## src/rtl/dsp_stream_select.sv

```systemverilog
// Frame-aware N:1 AXI-Stream channel selector with AHB-Lite control registers.
// Channel switches and disables only take effect at frame boundaries.
module dsp_stream_select #(
    parameter  int DW = 16,
    parameter  int CH = 4,
    localparam int SW = $clog2(CH)
) (
    input  logic             clk,
    input  logic             reset,
    input  logic [CH*DW-1:0] tdata_s,
    input  logic [CH-1:0]    tvalid_s,
    input  logic [CH-1:0]    tlast_s,
    input  logic [CH-1:0]    tuser_s,
    output logic [CH-1:0]    tready_s,
    output logic [DW-1:0]    tdata_m,
    output logic             tvalid_m,
    output logic             tlast_m,
    output logic             tuser_m,
    input  logic             tready_m,
    input  logic [31:0]      haddr_s,
    input  logic [2:0]       hburst_s,
    input  logic [2:0]       hsize_s,
    input  logic [1:0]       htrans_s,
    input  logic [31:0]      hwdata_s,
    input  logic             hwrite_s,
    input  logic             hsel_s,
    output logic [31:0]      hrdata_s,
    output logic             hreadyout_s,
    output logic             hresp_s,
    output logic             interrupt
);

    typedef enum logic [1:0] {IDLE, WAIT_SOF, PASS} state_t;

    state_t        state, state_nx;
    logic          en, drain, irqen, swdone;
    logic [SW-1:0] sel, act, act_nx;
    logic [31:0]   fcnt;
    logic          wr_q;
    logic [1:0]    addr_q;
    logic          ahb_valid, wr_ctrl, wr_fcnt, wr_irq, sel_ok;
    logic [31:0]   ctrl_rd, status_rd, rd_mux;
    logic [DW-1:0] act_data;
    logic          act_valid, act_last, act_user;
    logic          out_free, accept, set_done;
    logic          unused;

    assign hreadyout_s = 1'b1;
    assign hresp_s     = 1'b0;
    assign unused      = ^{hburst_s, hsize_s, htrans_s[0], haddr_s, hwdata_s};

    assign act_data  = tdata_s[act*DW +: DW];
    assign act_valid = tvalid_s[act];
    assign act_last  = tlast_s[act];
    assign act_user  = tuser_s[act];
    assign out_free  = !tvalid_m || tready_m;

    // ---------------- AHB-Lite slave ----------------
    assign ahb_valid = hsel_s && htrans_s[1];
    assign wr_ctrl   = wr_q && (addr_q == 2'd0);
    assign wr_fcnt   = wr_q && (addr_q == 2'd2);
    assign wr_irq    = wr_q && (addr_q == 2'd3);
    assign sel_ok    = 32'(hwdata_s[8 +: SW]) < 32'(CH);

    always_comb begin
        ctrl_rd            = '0;
        ctrl_rd[0]         = en;
        ctrl_rd[1]         = drain;
        ctrl_rd[2]         = irqen;
        ctrl_rd[8 +: SW]   = sel;
        status_rd          = '0;
        status_rd[0]       = (state == PASS);
        status_rd[1]       = (state == PASS) && ((sel != act) || !en);
        status_rd[8 +: SW] = act;
        case (haddr_s[3:2])
            2'd0:    rd_mux = ctrl_rd;
            2'd1:    rd_mux = status_rd;
            2'd2:    rd_mux = fcnt;
            default: rd_mux = {31'b0, swdone};
        endcase
    end

    always_ff @(posedge clk or posedge reset) begin
        if (reset) begin
            wr_q     <= 1'b0;
            addr_q   <= 2'd0;
            hrdata_s <= '0;
        end else begin
            wr_q   <= ahb_valid && hwrite_s;
            addr_q <= haddr_s[3:2];
            if (ahb_valid && !hwrite_s)
                hrdata_s <= rd_mux;
        end
    end

    always_ff @(posedge clk or posedge reset) begin
        if (reset) begin
            en     <= 1'b0;
            drain  <= 1'b0;
            irqen  <= 1'b0;
            sel    <= '0;
            fcnt   <= '0;
            swdone <= 1'b0;
        end else begin
            if (wr_ctrl) begin
                en    <= hwdata_s[0];
                drain <= hwdata_s[1];
                irqen <= hwdata_s[2];
                if (sel_ok)
                    sel <= hwdata_s[8 +: SW];
            end
            if (wr_fcnt)
                fcnt <= '0;
            else if (tvalid_m && tready_m && tlast_m)
                fcnt <= fcnt + 32'd1;
            // a switch completing in the same cycle as a W1C keeps SWDONE set
            if (set_done)
                swdone <= 1'b1;
            else if (wr_irq && hwdata_s[0])
                swdone <= 1'b0;
        end
    end

    assign interrupt = swdone & irqen;

    // ---------------- selection FSM ----------------
    always_ff @(posedge clk or posedge reset) begin
        if (reset) begin
            state <= IDLE;
            act   <= '0;
        end else begin
            state <= state_nx;
            act   <= act_nx;
        end
    end

    always_comb begin
        state_nx = state;
        act_nx   = act;
        tready_s = {CH{drain}};
        accept   = 1'b0;
        set_done = 1'b0;
        case (state)
            IDLE: begin
                if (en) begin
                    act_nx   = sel;
                    state_nx = WAIT_SOF;
                end
            end
            WAIT_SOF: begin
                if (!en) begin
                    state_nx = IDLE;
                end else begin
                    // non-SOF beats are flushed; SOF waits for a free output slot
                    tready_s[act] = !act_user || out_free;
                    if (act_valid && act_user && out_free) begin
                        accept   = 1'b1;
                        set_done = 1'b1;
                        state_nx = PASS;
                    end
                end
            end
            PASS: begin
                tready_s[act] = out_free;
                if (act_valid && out_free) begin
                    accept = 1'b1;
                    if (act_last) begin
                        if (!en) begin
                            state_nx = IDLE;
                        end else if (sel != act) begin
                            act_nx   = sel;
                            state_nx = WAIT_SOF;
                        end
                    end
                end
            end
            default: state_nx = IDLE;
        endcase
    end

    // ---------------- output register ----------------
    always_ff @(posedge clk or posedge reset) begin
        if (reset) begin
            tdata_m  <= '0;
            tvalid_m <= 1'b0;
            tlast_m  <= 1'b0;
            tuser_m  <= 1'b0;
        end else if (accept) begin
            tdata_m  <= act_data;
            tvalid_m <= 1'b1;
            tlast_m  <= act_last;
            tuser_m  <= act_user;
        end else if (tready_m) begin
            tvalid_m <= 1'b0;
        end
    end

endmodule

```

## config.mk

```make
export PLATFORM = sky130hd
export DESIGN_NAME = dsp_stream_select
export DESIGN_NICKNAME = d
export VERILOG_FILES = /design/src/rtl/dsp_stream_select.sv
export SDC_FILE = /design/constraint.sdc
export NUM_CORES = 1
export LEC_CHECK = 0
export CAP_MARGIN = 25
export CORE_ASPECT_RATIO = 1.5
export CORE_MARGIN = 2
export CORE_UTILIZATION = 40
export CTS_CLUSTER_DIAMETER = 30
export DETAILED_ROUTE_END_ITERATION = 10
export PLACE_DENSITY = 0.81
export SLEW_MARGIN = 30
export SYNTH_ARGS = -nofsm -noshare
export SYNTH_HDL_FRONTEND = slang
export SYNTH_SLANG_ARGS = --single-unit
```

## constraint.sdc

```tcl
create_clock -name clk -period 3.85 [get_ports clk]
set_input_delay 0.5775 -clock clk [delete_from_list [all_inputs] [get_ports clk]]
set_output_delay 0.5775 -clock clk [all_outputs]
set_load 0.02 [all_outputs]
```

* Yosys cells after proc, flatten, opt, wreduce, memory -nomap -nowiden *
Index checks and enable logic that the tools add are counted.

storage, ports and cells
  input bits = 153
  output and inout bits = 58
  register bits = 96

cells by class
  add/subtract/negate cells = 1
  bitwise gates (word level) = 1
  muxes and demuxes = 38
  reductions and logical operators = 30
  $lt $le $gt $ge = 2
  shift-type cells = 1
  equality and inequality tests = 14

operators with widths
  kind                                                                     count
  32-bit one-hot mux with 3 select lines                                   1
  32-bit two-way mux                                                       2
  64-bit by 7-bit indexed part select with 16-bit output                   1
  32-bit by 1-bit adder with 32-bit output, second input constant          1
  2-bit two-way mux                                                        12
  1-bit logical AND                                                        14
  1-bit two-way mux                                                        12
  4-bit bitwise mux                                                        2
  2-bit == test, second input constant                                     4
  4-bit one-hot mux with 2 select lines                                    1
  2-bit nonzero test                                                       4
  1-bit binary-select mux with 2-bit select                                3
  2-bit logical NOT                                                        3
  2-bit by 1-bit inequality test with 1-bit output, second input constant  3
  2-bit one-hot mux with 3 select lines                                    1
  6-bit AND reduction                                                      1
  5-bit AND reduction                                                      1
  2-bit by 1-bit == test with 1-bit output, second input constant          2
  1-bit logical NOT                                                        4
  4-bit two-way mux                                                        1
  2-bit inequality test, second input constant                             2
  2-bit one-hot mux with 2 select lines                                    1
  1-bit logical OR                                                         3
  2-bit by 3-bit < comparator with 1-bit output, second input constant     1
  7 further kinds                                                          7

* Longest topological paths before layout *
  depth after elaboration = 8
  mapped depth = 7
  mapped depth without buffers = 6

* Worst setup path before layout *
No wires, ideal clock.

  kind = in2out
  start point = in tuser_s[3]
  end point = out tready_s[0]
  data arrival time = 1.894 ns
  slack = 1.378 ns
  buffers on the path = 0
  required time = 3.273 ns
  stages = 3
  path through = mux4_2 o311a_1 o21ai_0

between the ends
  longest elaborated chain between the ends = 7

ends and longest elaborated chain
  what                                       RTL line  source
  start, declared                            13        input logic [CH-1:0] tuser_s,
  1-bit binary-select mux with 2-bit select  55        assign act_user = tuser_s[act];
  1-bit two-way mux (not written as such)    55
  1-bit logical NOT                          155       tready_s[act] = !act_user || out_free;
  1-bit logical OR                           155
  4-bit bitwise mux                          155
  4-bit two-way mux                          151       if (!en) begin
  4-bit one-hot mux with 2 select lines      143       case (state)
  end, declared                              14        output logic [CH-1:0] tready_s,

Every way passes these cells. The select of a mux whose other input is x is not followed.

* Worst setup path after layout *
  start point = in tuser_s[0]
  end point = out tready_s[0]

Same word-level chain as after synthesis.

==> impl_metrics.toml <==
[synth]
synthesis.nets = 635
ys_seq_area_frac = 0.480
synth_top_family_by_area = "simple AND/OR/NAND/NOR gates"
synthXorXnorAreaFrac = 0.0472
yosysUniqueCellTypes = 51
avgSynthCellArea_sq_um = 10.5
synthMuxAreaShare = 0.156
netlist_area_sq_um = 5010
async_reset_ff_frac = 1.00
synthCells = 477
synth_compound_area_frac = 0.0882
synth_fa_ha_area_frac = 0.0125
synth-simple-area-share = 0.183
synth_edf_count = 0
yosys_warnings = 0
ys.flop_type = "dfrtp_1"
synth_seq_cells = 96

[global_routing]
grt_pass1_vias = 4374
antenna_found_initial = 0
gr-total-overflow = 0
track_usage = 0.198
grt_max_degree = 53
grt_pass1_wl_microns = 20800

[power]
ir_drop_mv = 0.452
p_leak_uw = 0.00290
power-per-cell-area_nw_per_um2 = 549

[run]
cap_violations = 0

[cts]
post_cts_buffers = 0
cts_tree = "done"
clkLatencyLatePin_ps = 350
cts_sinks = 96
clk_path_buf_depth = 2
cts.repair.resized = 0
htree_levels = 3
cts_root_buf = "clkbuf_16"
cts_buffers = 9
clk_pin_slew_ps = 60
postCtsHoldBufs = 0

[critical_path]
rr_startpoint = "act[0]$_DFFE_PP0P_"
crit_required_ps = 3270
crit_path_start_kind = "primary input"
path_common_cell = "clkdlybuf4s50_1"
path_cells = "clkdlybuf4s50_1 > mux4_2 > o311a_1 > o21ai_0 > clkdlybuf4s50_1"
worstPathArrival_ps = 2760
rrSetupSlack_ps = 1470
crit_path_max_fanout = 5
r2r-end = "act[1]$_DFFE_PP0P_"
end_kind = "output pin"
slowest_stage = "clkdlybuf4s50_1"
crit_family = "buffers and inverters"
rr_worst_depth = 6
critPathKind = "primary input to output pin"
path_buf_inv = 2
cpPeakStageDelay_ps = 640

[die]
initial_core_util = 0.406
die_x_microns = 95.4
core-area_sq_um = 12300
die_y_microns = 141
boundaryPins = 211
row_count = 50
die_area_sq_um = 13500

[timing]
skew_ps = 5.86
setup_viol = 0
rsz0062_at_grt = "no"
relSlewSlack = 0.463
fmax_mhz = 300
fin_crit_sh = 0.866
finalCriticalPeriod_ps = 3340
fin_tns_setup_ps = 0
final_max_slew_viol_count = 0
max_slew.worst_pin.slew_ps = 803
finalHoldViolations = 0

[finish]
drive_above_1_share = 0.120
diodes = 0
final_util = 0.561
fin_nets = 770
fill_cells = 1012
area_delta_synth_final_pct = 38.0

[routing]
routed_via_density = 5.43
dr_total_vias = 4195
antenna_left = 0
drt_first_pass_iters = 5
drt_iter0_drc = 206
wl_microns = 12700
drc = 0
wl_per_cell_microns = 16.4

[min_path]
min-delay-start = "hrdata_s[15]$_DFFE_PP0P_"
min_delay_path_depth = 2
hold_end = "hrdata_s[15]$_DFFE_PP0P_"
hp-class = "register to register"

[placement]
portBuffers = 144
dp_hpwl_microns = 9610
gp_congestion = 0.852

[outcome]
outcome = "finished clean"
==> how the worst max path moves through the flow <==
stage / startpoint / depth (start not counted) / slack, ps / end
after global routing: tuser_s[0] / 5 / 470 / tready_s[0]
after floorplan: reset / 1 / 770 / act[0]$_DFFE_PP0P_
after detailed placement: tuser_s[0] / 5 / 530 / tready_s[0]
after CTS: tuser_s[0] / 5 / 510 / tready_s[0]
after global placement: tuser_s[0] / 5 / 510 / tready_s[0]
final: tuser_s[0] / 5 / 510 / tready_s[0]
==> synthesized netlist by cell type (all sizes together), types with 2 or more instances <==
| master | number | area (sq um) |
|---|---|---|
| dfrtp | 96 | 2400 |
| nand2 | 80 | 300 |
| o21ai | 47 | 235 |
| nor2 | 38 | 143 |
| mux2 | 27 | 304 |
| mux4 | 19 | 428 |
| clkbuf | 18 | 67.6 |
| xor2 | 16 | 140 |
| and3 | 15 | 111 |
| nand3 | 15 | 75.1 |
| xnor2 | 11 | 96.3 |
| inv | 10 | 37.5 |
| buf | 9 | 56.3 |
| nand4 | 9 | 92.6 |
| a21oi | 8 | 40.0 |
| nor3 | 7 | 35.0 |
| a31oi | 6 | 37.5 |
| ha | 5 | 62.6 |
| mux2i | 5 | 50.1 |
| or3 | 4 | 26.3 |
| or4 | 4 | 33.8 |
| and2 | 3 | 18.8 |
| nor2b | 3 | 18.8 |
| o31ai | 3 | 22.5 |
| and4 | 2 | 18.8 |
| conb | 2 | 7.51 |
| o211ai | 2 | 28.8 |
==> worst register-to-register path, delay by kind of cell (launching register included) <==
kind	cells	cell delay, ps
muxes	2	1030
buffers and inverters	2	490
DFF	1	390
AOI/OAI and AO/OA	2	360
==> layout by cell type (no fill, tap or decap), types with 6 or more instances in the layout <==
| cell | Yosys | routed |
|---|---|---|
| dfrtp_1 | 96 | 96 |
| a31oi_1 | 6 | 6 |
| mux4_2 | 19 | 19 |
| nand2_1 | 80 | 80 |
| and3_1 | 10 | 10 |
| clkdlybuf4s50_1 | 0 | 144 |
| clkbuf_16 | 0 | 9 |
| mux2_2 | 18 | 18 |
| nand4_1 | 6 | 6 |
| a21oi_1 | 8 | 8 |
| buf_4 | 4 | 7 |
| o21ai_0 | 47 | 47 |
| xnor2_1 | 11 | 11 |
| nand3_1 | 15 | 15 |
| xor2_1 | 16 | 16 |
| nor2_1 | 38 | 38 |
| nor3_1 | 7 | 7 |
| mux2_1 | 9 | 9 |
| inv_1 | 10 | 9 |
==> report_power, final <==
part | total (uW) | switching (uW) | internal, uW
clock | 1010 | 377 | 630
combinational | 1480 | 735 | 742
sequential | 1320 | 140 | 1170
==> final cells by class <==
type / count / area [sq um] / area share
clock buffers: 9 / 225 / 0.0326
well taps: 156 / 195 / 0.0282
repair buffers: 151 / 1490 / 0.216
clock inverters: 7 / 110 / 0.0159
flip-flops and latches: 96 / 2400 / 0.348
multi-input cells: 344 / 2450 / 0.354
inverters: 10 / 40.0 / 0.00579
==> registers in the layout, indices dropped and copies added, names as in the netlist <==
name	flops
en	1
tlast_m	1
irqen	1
state	2
tvalid_m	1
sel	2
drain	1
tdata_m	16
act	2
hrdata_s	32
tuser_m	1
addr_q	2
swdone	1
fcnt	32
wr_q	1
==> cell families (layout without fill, tap and decap cells) <==
group	count (synthesis)	count (layout)
and+or+nand+nor	184	184
DFF	96	96
buffers and inverters	37	177
AOI/OAI and AO/OA	75	75
adders and majority gates	5	5
muxes	51	51
xor gates and xnor gates	27	27
other	2	2
==> metal layers <==
metal | up-vias | global-route usage | wire length, microns
met5 | - | 0 | 0
met4 | 0 | 0.0729 | 296
met3 | 35 | 0.0593 | 1030
met2 | 214 | 0.365 | 6880
met1 | 1999 | 0.208 | 4450
li1 | 1947 | - | -
==> metrics by stage <==
step	hold WS (ps)	total power (uW)	cells	setup slack, ps	area (sq um)
2_1_floorplan	478	2220	477	767	5010
3_3_place_gp	462	2750	757	513	6580
3_5_place_dp	470	2800	757	526	6580
4_1_cts	485	3810	773	508	6910
5_1_grt	498	3990	773	470	6910
6_report	477	3800	773	515	6910
(Power assumes the default switching activity.)
